$ cat src/rtl/core_mdu_pkg.sv
// Shared types for the execute-stage multiply/divide controller.
// Op encoding matches the M-extension funct3 ordering used by the decoder.
package core_mdu_pkg;

  typedef enum logic [2:0] {
    OpMul    = 3'd0,
    OpMulh   = 3'd1,
    OpMulhsu = 3'd2,
    OpMulhu  = 3'd3,
    OpDiv    = 3'd4,
    OpDivu   = 3'd5,
    OpRem    = 3'd6,
    OpRemu   = 3'd7
  } mdu_op_t;

  typedef enum logic [1:0] {
    StIdle,
    StRun,
    StClear,
    StResp
  } mdu_ctrl_state_t;

  function automatic logic is_div_op(input mdu_op_t op);
    return (op == OpDiv) || (op == OpDivu);
  endfunction

  function automatic logic is_rem_op(input mdu_op_t op);
    return (op == OpRem) || (op == OpRemu);
  endfunction

endpackage

$ cat src/rtl/core_mdu_result_cache.sv
// Single-entry last-result cache: stores {op, word, rs1, rs2} and the MDU result.
// Entries are pure functions of their key, so only reset clears the valid bit.
module core_mdu_result_cache #(
  parameter int unsigned XLEN     = 64,
  parameter bit          CACHE_EN = 1'b1
) (
  input  logic                 g_clk,
  input  logic                 g_reset,
  input  logic                 i_wr,
  input  logic [4+2*XLEN-1:0]  i_wr_key,
  input  logic [XLEN-1:0]      i_wr_data,
  input  logic [4+2*XLEN-1:0]  i_lookup_key,
  output logic                 o_hit,
  output logic [XLEN-1:0]      o_data
);

  if (CACHE_EN) begin : g_cache
    logic                r_valid;
    logic [4+2*XLEN-1:0] r_key;
    logic [XLEN-1:0]     r_data;

    always_ff @(posedge g_clk or posedge g_reset) begin
      if (g_reset) begin
        r_valid <= 1'b0;
        r_key   <= '0;
        r_data  <= '0;
      end else if (i_wr) begin
        r_valid <= 1'b1;
        r_key   <= i_wr_key;
        r_data  <= i_wr_data;
      end
    end

    assign o_hit  = r_valid && (r_key == i_lookup_key);
    assign o_data = r_data;
  end else begin : g_nocache
    assign o_hit  = 1'b0;
    assign o_data = '0;
  end

endmodule

$ cat src/rtl/core_pipe_exec_mdu_ctrl.sv
// Sequences one M-extension op at a time into the iterative MDU, short-circuiting
// divide-by-zero and exact repeats, and clearing the MDU's sticky done after each result.
module core_pipe_exec_mdu_ctrl
  import core_mdu_pkg::*;
#(
  parameter int unsigned XLEN     = 64,
  parameter bit          CACHE_EN = 1'b1
) (
  input  logic            g_clk,
  input  logic            g_reset,
  input  logic            flush,
  input  logic            req_valid,
  output logic            req_ready,
  input  logic [2:0]      req_op,
  input  logic            req_word,
  input  logic [XLEN-1:0] req_rs1,
  input  logic [XLEN-1:0] req_rs2,
  input  logic [4:0]      req_rd,
  output logic            rsp_valid,
  input  logic            rsp_ready,
  output logic [XLEN-1:0] rsp_data,
  output logic [4:0]      rsp_rd,
  output logic            mdu_valid,
  output logic            mdu_flush,
  output logic            mdu_op_word,
  output logic            mdu_op_mul,
  output logic            mdu_op_mulh,
  output logic            mdu_op_mulhu,
  output logic            mdu_op_mulhsu,
  output logic            mdu_op_div,
  output logic            mdu_op_divu,
  output logic            mdu_op_rem,
  output logic            mdu_op_remu,
  output logic [XLEN-1:0] mdu_rs1,
  output logic [XLEN-1:0] mdu_rs2,
  input  logic            mdu_ready,
  input  logic [XLEN-1:0] mdu_rd,
  output logic            busy
);

  mdu_ctrl_state_t r_state, w_state_d;

  mdu_op_t         r_op;
  logic            r_word;
  logic [XLEN-1:0] r_rs1;
  logic [XLEN-1:0] r_rs2;
  logic [4:0]      r_rd;
  logic [XLEN-1:0] r_result;

  mdu_op_t         w_req_op;
  logic            w_accept;
  logic            w_divisor_zero;
  logic            w_dz;
  logic [XLEN-1:0] w_dz_result;
  logic            w_cache_wr;
  logic            w_hit;
  logic [XLEN-1:0] w_hit_data;
  logic [4+2*XLEN-1:0] w_lookup_key;
  logic [4+2*XLEN-1:0] w_wr_key;

  assign w_req_op  = mdu_op_t'(req_op);
  assign req_ready = (r_state == StIdle) && !flush;
  assign w_accept  = req_ready && req_valid;

  // W-form divides only look at the low word of the divisor.
  assign w_divisor_zero = req_word ? (req_rs2[31:0] == 32'd0) : (req_rs2 == '0);
  assign w_dz = (is_div_op(w_req_op) || is_rem_op(w_req_op)) && w_divisor_zero;

  always_comb begin
    w_dz_result = '1;
    if (is_rem_op(w_req_op)) begin
      w_dz_result = req_word ? {{(XLEN-32){req_rs1[31]}}, req_rs1[31:0]} : req_rs1;
    end
  end

  assign w_lookup_key = {req_op, req_word, req_rs1, req_rs2};
  assign w_wr_key     = {r_op, r_word, r_rs1, r_rs2};
  // A result arriving in a flush cycle belongs to an aborted op and is dropped.
  assign w_cache_wr   = (r_state == StRun) && mdu_ready && !flush;

  core_mdu_result_cache #(
    .XLEN     (XLEN),
    .CACHE_EN (CACHE_EN)
  ) u_cache (
    .g_clk        (g_clk),
    .g_reset      (g_reset),
    .i_wr         (w_cache_wr),
    .i_wr_key     (w_wr_key),
    .i_wr_data    (mdu_rd),
    .i_lookup_key (w_lookup_key),
    .o_hit        (w_hit),
    .o_data       (w_hit_data)
  );

  always_comb begin
    w_state_d = r_state;
    if (flush) begin
      w_state_d = StIdle;
    end else begin
      unique case (r_state)
        StIdle:  if (w_accept) w_state_d = (w_dz || w_hit) ? StResp : StRun;
        StRun:   if (mdu_ready) w_state_d = StClear;
        StClear: w_state_d = rsp_ready ? StIdle : StResp;
        StResp:  if (rsp_ready) w_state_d = StIdle;
        default: w_state_d = StIdle;
      endcase
    end
  end

  always_ff @(posedge g_clk or posedge g_reset) begin
    if (g_reset) begin
      r_state <= StIdle;
    end else begin
      r_state <= w_state_d;
    end
  end

  always_ff @(posedge g_clk or posedge g_reset) begin
    if (g_reset) begin
      r_op     <= OpMul;
      r_word   <= 1'b0;
      r_rs1    <= '0;
      r_rs2    <= '0;
      r_rd     <= '0;
      r_result <= '0;
    end else begin
      if (w_accept) begin
        r_op   <= w_req_op;
        r_word <= req_word;
        r_rs1  <= req_rs1;
        r_rs2  <= req_rs2;
        r_rd   <= req_rd;
        if (w_dz) begin
          r_result <= w_dz_result;
        end else if (w_hit) begin
          r_result <= w_hit_data;
        end
      end
      if (w_cache_wr) begin
        r_result <= mdu_rd;
      end
    end
  end

  always_comb begin
    mdu_op_mul    = 1'b0;
    mdu_op_mulh   = 1'b0;
    mdu_op_mulhsu = 1'b0;
    mdu_op_mulhu  = 1'b0;
    mdu_op_div    = 1'b0;
    mdu_op_divu   = 1'b0;
    mdu_op_rem    = 1'b0;
    mdu_op_remu   = 1'b0;
    if (r_state != StIdle) begin
      unique case (r_op)
        OpMul:    mdu_op_mul    = 1'b1;
        OpMulh:   mdu_op_mulh   = 1'b1;
        OpMulhsu: mdu_op_mulhsu = 1'b1;
        OpMulhu:  mdu_op_mulhu  = 1'b1;
        OpDiv:    mdu_op_div    = 1'b1;
        OpDivu:   mdu_op_divu   = 1'b1;
        OpRem:    mdu_op_rem    = 1'b1;
        OpRemu:   mdu_op_remu   = 1'b1;
        default:  mdu_op_mul    = 1'b0;
      endcase
    end
  end

  assign mdu_valid   = (r_state == StRun);
  assign mdu_flush   = flush || (r_state == StClear);
  assign mdu_op_word = r_word;
  assign mdu_rs1     = r_rs1;
  assign mdu_rs2     = r_rs2;
  assign rsp_valid   = (r_state == StClear) || (r_state == StResp);
  assign rsp_data    = r_result;
  assign rsp_rd      = r_rd;
  assign busy        = (r_state != StIdle);

endmodule

$ cat config.mk
export PLATFORM = sky130hd
export DESIGN_NAME = core_pipe_exec_mdu_ctrl
export DESIGN_NICKNAME = d
export VERILOG_FILES = /design/src/rtl/core_mdu_pkg.sv /design/src/rtl/core_mdu_result_cache.sv /design/src/rtl/core_pipe_exec_mdu_ctrl.sv
export SDC_FILE = /design/constraint.sdc
export NUM_CORES = 1
export LEC_CHECK = 0
export BUFFER_PORTS_ARGS = -buffer_cell sky130_fd_sc_hd__buf_4
export CORE_MARGIN = 5
export CORE_UTILIZATION = 59
export CTS_BUF_LIST = sky130_fd_sc_hd__clkbuf_16
export DETAILED_ROUTE_END_ITERATION = 16
export GPL_TIMING_DRIVEN = 0
export PLACE_DENSITY = 0.86
export SLEW_MARGIN = 25
export SYNTH_ARGS = -nofsm -noshare
export SYNTH_HDL_FRONTEND = slang
export SYNTH_HIERARCHICAL = 1
export SYNTH_SLANG_ARGS = --single-unit
$ cat constraint.sdc
create_clock -name g_clk -period 11.2 [get_ports g_clk]
set_input_delay 2.24 -clock g_clk [delete_from_list [all_inputs] [get_ports g_clk]]
set_output_delay 2.24 -clock g_clk [all_outputs]
set_load 0.01 [all_outputs]
# After elaboration in Yosys (flattened, before gate mapping)

Index checks and enable logic that the tools add are counted.

Muxes and demuxes: 30
Reductions and logical operators: 22
Equal/unequal tests: 18

Operators with widths:

| kind                 | count |
|---|---|
| $mux W64             | 6 |
| $eq A132 B132 Y1     | 1 |
| $logic_not A64 Y1    | 1 |
| $logic_not A32 Y1    | 1 |
| $eq A3 B3 Y1 const B | 8 |
| $mux W1              | 17 |
| $mux W2              | 6 |
| $pmux W2 S4          | 1 |
| $eq A3 B2 Y1 const B | 2 |
| $logic_and A1 B1 Y1  | 6 |
| $logic_or A1 B1 Y1   | 6 |
| $ne A3 B3 Y1 const B | 2 |
| $eq A2 B2 Y1 const B | 2 |
| $reduce_bool A2 Y1   | 2 |
| $eq A3 B1 Y1 const B | 1 |
| $logic_not A3 Y1     | 1 |
| $ne A3 B2 Y1 const B | 1 |
| $reduce_and A3 Y1    | 1 |
| $reduce_bool A3 Y1   | 1 |
| $eq A2 B1 Y1 const B | 1 |
| $logic_not A2 Y1     | 1 |
| $reduce_and A2 Y1    | 1 |
| $logic_not A1 Y1     | 1 |

Register bits: 400
Bits of input ports: 207
Output and inout bits: 211
Logic and storage cells: 80

# Longest topological paths before layout

Gate-level depths: netlist (run 1).

Word-level depth: 9
Mapped depth: 11
Depth with buffers taken out: 9

# Modules after synthesis

Netlist (run 1), hierarchy kept.

Modules (own cells, without submodules):

| module                  | cells an instance | instances | area each (um^2) |
|---|---|---|---|
| core_pipe_exec_mdu_ctrl | 1038              | 1         | 9354.0 |
| core_mdu_result_cache   | 673               | 1         | 8898.5 |

# Least setup slack after synthesis (run 1)

Ideal clock, no wire load.

Kind: input to output
From: input flush
To: output req_ready
Required time: 8.960 ns
Stages on the path: 1
Slack: 6.499 ns
Data arrival time: 2.461 ns
Path through: nor3_4

Word-level cells in the longest chain between the ends: 2

RTL lines:

| element             | line                          | RTL |
|---|---|---|
| start: declaration  | core_pipe_exec_mdu_ctrl.sv:11 | `input logic flush,` |
| $logic_not A1 Y1    | core_pipe_exec_mdu_ctrl.sv:62 | `assign req_ready = (r_state == StIdle) && !flush;` |
| $logic_and A1 B1 Y1 | core_pipe_exec_mdu_ctrl.sv:62 |  |
| end: declaration    | core_pipe_exec_mdu_ctrl.sv:13 | `output logic req_ready,` |

No other way between the ends.

# Worst setup path in the final report (run 1)

From: input flush
To: register u_cache.g_cache.r_key[67]

Word-level cells in the longest chain between the ends: 2

RTL lines:

| element                | line                          | RTL |
|---|---|---|
| $logic_not A1 Y1       | core_pipe_exec_mdu_ctrl.sv:79 | `assign w_cache_wr = (r_state == StRun) && mdu_ready && !flush;` |
| $logic_and A1 B1 Y1    | core_pipe_exec_mdu_ctrl.sv:79 |  |
| net w_cache_wr         | core_pipe_exec_mdu_ctrl.sv:55 | `logic w_cache_wr;` |
| end signal: assignment | core_mdu_result_cache.sv:29   | `r_key <= i_wr_key;` |
| end: declaration       | core_mdu_result_cache.sv:19   | `logic [4+2*XLEN-1:0] r_key;` |

The timed path passes the listed nets, and every way through them passes these cells.
A chain may end at the register's enable or synchronous reset.

==> results of run 1 <==
==> through the flow <==
stage                     area [um2]  worst slack (ns)
after detailed placement       22000              5.12
after floorplan                18300              3.42
after global routing           23400              5.57
after global placement         21900             0.715
final                          23400              5.49
after CTS                      23400              5.64
==> power breakdown <==
group / internal, mW / switching [mW]
clock network: 0.893 / 0.569
logic: 0.775 / 0.784
registers: 1.92 / 0.355
==> placed cells by master, fill, tap and decap left out, types with 40 or more instances in the layout <==
cell,n
nand2_1,439
nor2b_1,58
clkbuf_1,64
inv_1,44
nor2_1,40
a21oi_1,68
dfrtp_1,400
xnor2_1,75
clkbuf_16,41
buf_4,418
mux2_2,175
==> layout make-up <==
type                    instances  area share (%)
diodes                          1          0.0107
plain buffers                  97            1.94
clock buffers                  41            4.38
clock inverters                30            1.65
inverters                      35           0.625
multi-input cells            1179            32.7
flip-flops and latches        400            42.7
well taps                     396            2.12
repair buffers                421            13.8
==> cells in the mapped netlist, types with 2 or more instances <==
cell type	number	area [um2]
and2b_1	2	15.0
o22ai_1	8	50.1
mux2i_1	31	310
nor3_1	7	35.0
o221ai_1	34	298
and3_1	2	12.5
o21ai_1	31	155
nor4_1	26	163
inv_1	35	131
o21ai_0	23	115
nand2b_1	20	125
a221oi_1	2	17.5
xnor2_1	75	657
nand2_1	439	1650
a2111oi_2	2	30.0
o2bb2ai_1	2	17.5
a22oi_2	32	400
or2_2	32	200
buf_6	8	90.1
xor2_1	10	87.6
mux2_2	175	1970
buf_2	22	110
buf_1	2	7.51
a21oi_1	68	340
o2111ai_1	6	52.6
nand4_1	25	156
a2111o_1	9	101
nor2b_1	58	363
clkbuf_1	64	240
nor2_1	40	150
dfrtp_1	400	10000
==> sequential cells by signal, summed over array words and instances (netlist names) <==
register / count
u_cache/g_cache.r_key: 132
mdu_rs1: 64
mdu_rs2: 64
rsp_data: 64
u_cache/o_data: 64
rsp_rd: 5
r_op: 3
r_state: 2
mdu_op_word: 1
u_cache/g_cache.r_valid: 1
==> routing by layer <==
layer	up-vias	track usage, %	share of wire (%)	wire length [um]
met5	-	0	0	0
met4	0	17.5	6.1	3950
met3	243	7.47	9.9	6400
met2	1002	58.2	47	30100
met1	7792	48.0	37	24000
li1	6760	-	-	-
==> logic make-up after synthesis <==
group / after synthesis / share of synthesized area [%]
flip-flops: 400 / 54.8
buffers and inverters: 132 / 3.22
AO/OA/AOI/OAI: 226 / 9.06
AND/OR/NAND/NOR: 662 / 16.3
XOR/XNOR: 85 / 4.08
multiplexers: 206 / 12.5
==> final timing paths <==
| check | start | end | slack (ns) |
|---|---|---|---|
| hold / removal | u_cache/g_cache.r_valid | u_cache/g_cache.r_valid | 0.47 |
| hold reg to reg | u_cache/g_cache.r_valid | u_cache/g_cache.r_valid | 0.47 |
| setup / recovery | flush | u_cache/g_cache.r_key[67] | 5.49 |
| min in group asynchronous | g_reset | u_cache/o_data[20] | 1.65 |
| max in group asynchronous | g_reset | rsp_rd[4] | 8.72 |
| setup reg to reg | r_state[0] | u_cache/g_cache.r_key[67] | 6.83 |
==> results.md, run 1 <==
* Worst path bufs/invs at 8
* Core area at 30600 um2
* First-pass GRT wire length at roughly 95 mm
* I/O Pins at 418
* Worst-skew pair later-pin latency at approximately 0.54 ns
* Crit path max fanout at 11
* Number of cells on the critical path at 10
* Initial antenna violation count at 1
* Final Core Density at 76.6%
* Minimum clock period at about 5.7 ns
* Register area share after synthesis at 54.8%
* DRT Pass-1 Iters at 6
* CTS root buf: clkbuf_16
* Hold Path Cell Cnt at 1
* RSZ-0062 raised after global routing: no
* # rows at 64
* Post-CTS Repair Setup Buffers at 0
* Setup TNS at 0 ns
* Crit share post-route at 51.0%
* Overall routing resource usage at 36.4%
* Area of the multi-input gates at 7660 um2
* Post-cts hold buffer count at 0
* Ys Warns at 6
* Synth cell types at 52
* Family with the most delay on the worst path: buffers and inverters
* Largest net degree at the start of global routing at 94
* Die Wd at 186 um
* Slew @ Worst Pin at ~1.0 ns
* Slew HR at 30.7%
* CTS H-tree lvls at 2
* Max incr delay on CP at 0.82 ns
* WHS at 0.473 ns
* Critical Path AT at 6.12 ns
* Vias in the first global route at 16000
* Dpl cells at 2528
* EDFF count, synth at 0
* Mapped Avg Cell Area at 10.7 um2
* Post-Route WL at 64.4 mm
* Die area at 34600 um2
* Post-Synthesis Cells at 1711
* Post-synthesis async set-or-reset flop share at 100%
* DR DRC count at 0
* Final count of pins violating max slew at 0
* Num CTS Buffers at 41
* Vias per inst at 6.08
* IO Port Bufs at 417
* Area Growth Syn to Fin at 28.3%
* Final Hold Viols at 0
* Total Power at roughly 5.3 mW
* Power per cell area at 226 nW/um2
* Storage cell area at 10000 um2
* Endpoints failing setup at 0
* Syn nets at 1918
* Max VDD drop at 0.000146 V
* Clock Sinks at 400
* Starting density of the core at between 50% and 60%
* Hold crit path type: reg2reg
* First DRT Iteration DRCs at 1505
* Synth Flop Type: dfrtp_1
* CP Class: in2reg
* Fill cell count at slightly above 2000
* Gpl congestion at ~0.97
* Worst-path clk slew at 0.06 ns
* Worst Setup Start Kind: input pin
* Syn Std Cell Area at 18300 um2
* DR vias at 15800
* WL per Instance at 24.8 um
* TritonCTS clock tree: yes
* Leakage power at 11.1 nW
* Peak Freq at approximately 0.18 GHz
* Post_cts resized at 0
* Status: completed
* R2R cell count at 10
* Die Y-Extent at 186 um
* CP cell instances: buf_4 > or3_1 > clkbuf_1 > inv_1 > buf_2 > buf_2 > clkbuf_1 > clkbuf_1 > buf_2 > mux2_2
* Antenna-violating nets left at 0
* # nets final at 2382
* Critical Path Slowest Stage Cell: clkbuf_1
* Final std cells w/o fill at 2600
* Congestion Overflow GR at 0
* Max clock buf depth at 3
* Ratio of cells with drive above 1 in the final layout at about a third
* Dpl hpwl at 48.7 mm
* Worst EP required at 11.61 ns
* Max_cap viols at 0
* Flops & latches, synth at 400
* Worst Setup End Kind: register
* Clock skew at 0.0182 ns
No activity file was read; power rests on OpenSTA's default activity.
==> inputs of run 2 (changes only) <==
--- a/config.mk
+++ b/config.mk
@@ -7,11 +7,11 @@
 export LEC_CHECK = 0
 export BUFFER_PORTS_ARGS = -buffer_cell sky130_fd_sc_hd__buf_4
 export CORE_MARGIN = 5
-export CORE_UTILIZATION = 59
+export CORE_UTILIZATION = 54
 export CTS_BUF_LIST = sky130_fd_sc_hd__clkbuf_16
 export DETAILED_ROUTE_END_ITERATION = 16
 export GPL_TIMING_DRIVEN = 0
-export PLACE_DENSITY = 0.86
+export PLACE_DENSITY = 0.8
 export SLEW_MARGIN = 25
 export SYNTH_ARGS = -nofsm -noshare
 export SYNTH_HDL_FRONTEND = slang
==> constraint.sdc (replaced) <==
create_clock -name g_clk -period 5.61 [get_ports g_clk]
set_input_delay 1.122 -clock g_clk [delete_from_list [all_inputs] [get_ports g_clk]]
set_output_delay 1.122 -clock g_clk [all_outputs]
set_load 0.01 [all_outputs]
==> results.md, run 2 (synthesis gave the netlist of run 1 again) <==
* Worst Hold End: u_cache/g_cache.r_valid
* Max VDD drop at 0.000283 V (+94%)
* Vias per inst at 5.87 (-3.4%)
* Total Power at 10.3 mW (+95%)
* Slew HR at 27.7% (-3.1 points)
* TritonCTS clock tree: yes
* Congestion Overflow GR at 0 (unchanged)
* Final count of pins violating max slew at 0 (unchanged)
* CTS root buf: clkbuf_16
* Final std cells w/o fill at 2663 (+2.4%)
* Dpl hpwl at 51.0 mm (+4.7%)
* Highest Signal Layer: met4
* Die Wd at 194 um (+4.3%)
* R2R cell count at 10 (unchanged)
* R2R Path End: u_cache/g_cache.r_key[94]
* Die Y-Extent at 194 um (+4.3%)
* Status: completed
* Endpoints failing setup at 0 (unchanged)
* Final Core Density at 70.5% (-6.1 points)
* Most frequent cells in the layout: nand2_1, buf_4, dfrtp_1
* Num CTS Buffers at 42 (+2.4%)
* Max_cap viols at 0 (unchanged)
* Max clock buf depth at 3 (unchanged)
* Max reg flops at 132 (unchanged)
* Setup TNS at 0 ns (unchanged)
* Hold Path Cell Cnt at 1 (unchanged)
* Ratio of cells with drive above 1 in the final layout at 34.6% (+0.19 points)
* WL per Instance at 24.6 um (-0.79%)
* Clock Sinks at 400 (unchanged)
* Post-Route WL at 65.5 mm (+1.6%)
* Reg-to-reg slack, setup at 1.20 ns (-5.63 ns)
* Clock skew at 0.0196 ns (+0.00143 ns)
* I/O Pins at 418 (unchanged)
* Final Hold Viols at 0 (unchanged)
* Final Cell Area at 23600 um2 (+0.69%)
* Vias in the first global route at 16200 (+1.4%)
* Worst-path clk slew at 0.06 ns (about the same)
* Leakage power at 11.2 nW (+0.35%)
* Hold path start: u_cache/g_cache.r_valid
* M1 wire length at 25.5 mm (+6.4%)
* DRT Pass-1 Iters at 6 (unchanged)
* # rows at 67 (+4.7%)
* Gpl congestion at 0.945 (-2.6%)
* Initial antenna violation count at 2 (+1)
* CTS H-tree lvls at 2 (unchanged)
* RSZ-0062 raised after global routing: no
* Slew @ Worst Pin at 1.09 ns (+0.0460 ns)
* Power per cell area at 437 nW/um2 (+93%)
* Post-CTS Repair Setup Buffers at 0 (unchanged)
* WHS at 0.468 ns (-0.00429 ns)
* Worst R2R Start: r_state[0]
* Post_cts resized at 0 (unchanged)
* Hold crit path type: reg2reg
* Post-cts hold buffer count at 0 (unchanged)
* Overall routing resource usage at 34.0% (-2.4 points)
* Minimum clock period at about 4.6 ns
* Met2 routed WL at 31.3 mm (+4.0%)
* CP Class: in2reg
* Crit path max fanout at 11 (unchanged)
* Antenna-violating nets left at 0 (unchanged)
* Dpl cell area at 22300 um2 (+1.4%)
* DR DRC count at 0 (unchanged)
* Largest net degree at the start of global routing at 32 (-66%)
* Critical Path AT at 5.04 ns (-1.08 ns)
* Crit share post-route at 82.6%
* Worst Setup End Kind: register
* Worst Setup Start Kind: input pin
* Biggest register: u_cache/g_cache.r_key
* First DRT Iteration DRCs at 1325 (-12%)
* DR vias at 15600 (-1.0%)
* First-pass GRT wire length at 99.5 mm (+4.2%)
* Dpl cells at 2592 (+2.5%)
* Pre-CTS WS at 0.578 ns (-4.54 ns)
* Most common cell after layout, fill and taps aside: nand2_1
* Die area at 37600 um2 (+8.8%)
* Starting density of the core at 54.6% (-5.1 points)
* Core area at 33400 um2 (+9.3%)
* # nets final at 2395 (+0.55%)
* Final worst setup slack at 0.976 ns (-4.51 ns)
* Worst-skew pair later-pin latency at 0.54 ns (about the same)
* Peak Freq at 0.216 GHz
* Fill cell count at 2460 (+21%)
* Met3 Routed Length at 5.16 mm (-19%)
* Worst EP required at 6.02 ns (-5.59 ns)
* IO Port Bufs at 417 (unchanged)
* Area Growth Syn to Fin at 29.2%
## run 2: cell type report
type                            count  area [um2]  area share, %
Clock buffer                       43        1080           4.56
Inverter                           35         139          0.589
Antenna cell                        1        2.50         0.0106
Timing Repair Buffer              433        3490           14.8
Multi-Input combinational cell   1179        7660           32.5
Clock inverter                     27         193          0.817
Buffer                             97         455           1.93
Sequential cell                   400       10000           42.4
Tap cell                          448         561           2.38
## run 2: report_power, final
part,total [mW],internal [mW],switching (mW)
Sequential,4.53,3.83,0.697
Clock,2.64,1.51,1.12
Combinational,3.14,1.56,1.58
Total,10.3,6.91,3.40
## run 2: metal layers
| layer | track usage (%) | vias up |
|---|---|---|
| met4 | 15.3 | 0 |
| met3 | 6.55 | 169 |
| met5 | 0 | - |
| met1 | 45.2 | 7892 |
| met2 | 54.7 | 809 |
| li1 | - | 6762 |
## run 2: worst max path at each step
stage | start | end | cells past startpoint
after floorplan | g_reset | mdu_op_word | 1
after global placement | g_reset | rsp_rd[3] | 2
after detailed placement | flush | u_cache/g_cache.r_key[95] | 10
after CTS | flush | u_cache/g_cache.r_key[94] | 10
after global routing | flush | u_cache/g_cache.r_key[90] | 10
final | flush | u_cache/g_cache.r_key[94] | 10
## run 2: critical path, stage by stage
cell	delay, ns
buf_4	0.14
or3_1	0.36
clkbuf_1	0.23
inv_1	0.18
buf_2	0.33
buf_2	0.42
clkbuf_1	0.85
clkbuf_1	0.62
buf_2	0.41
mux2_2	0.38
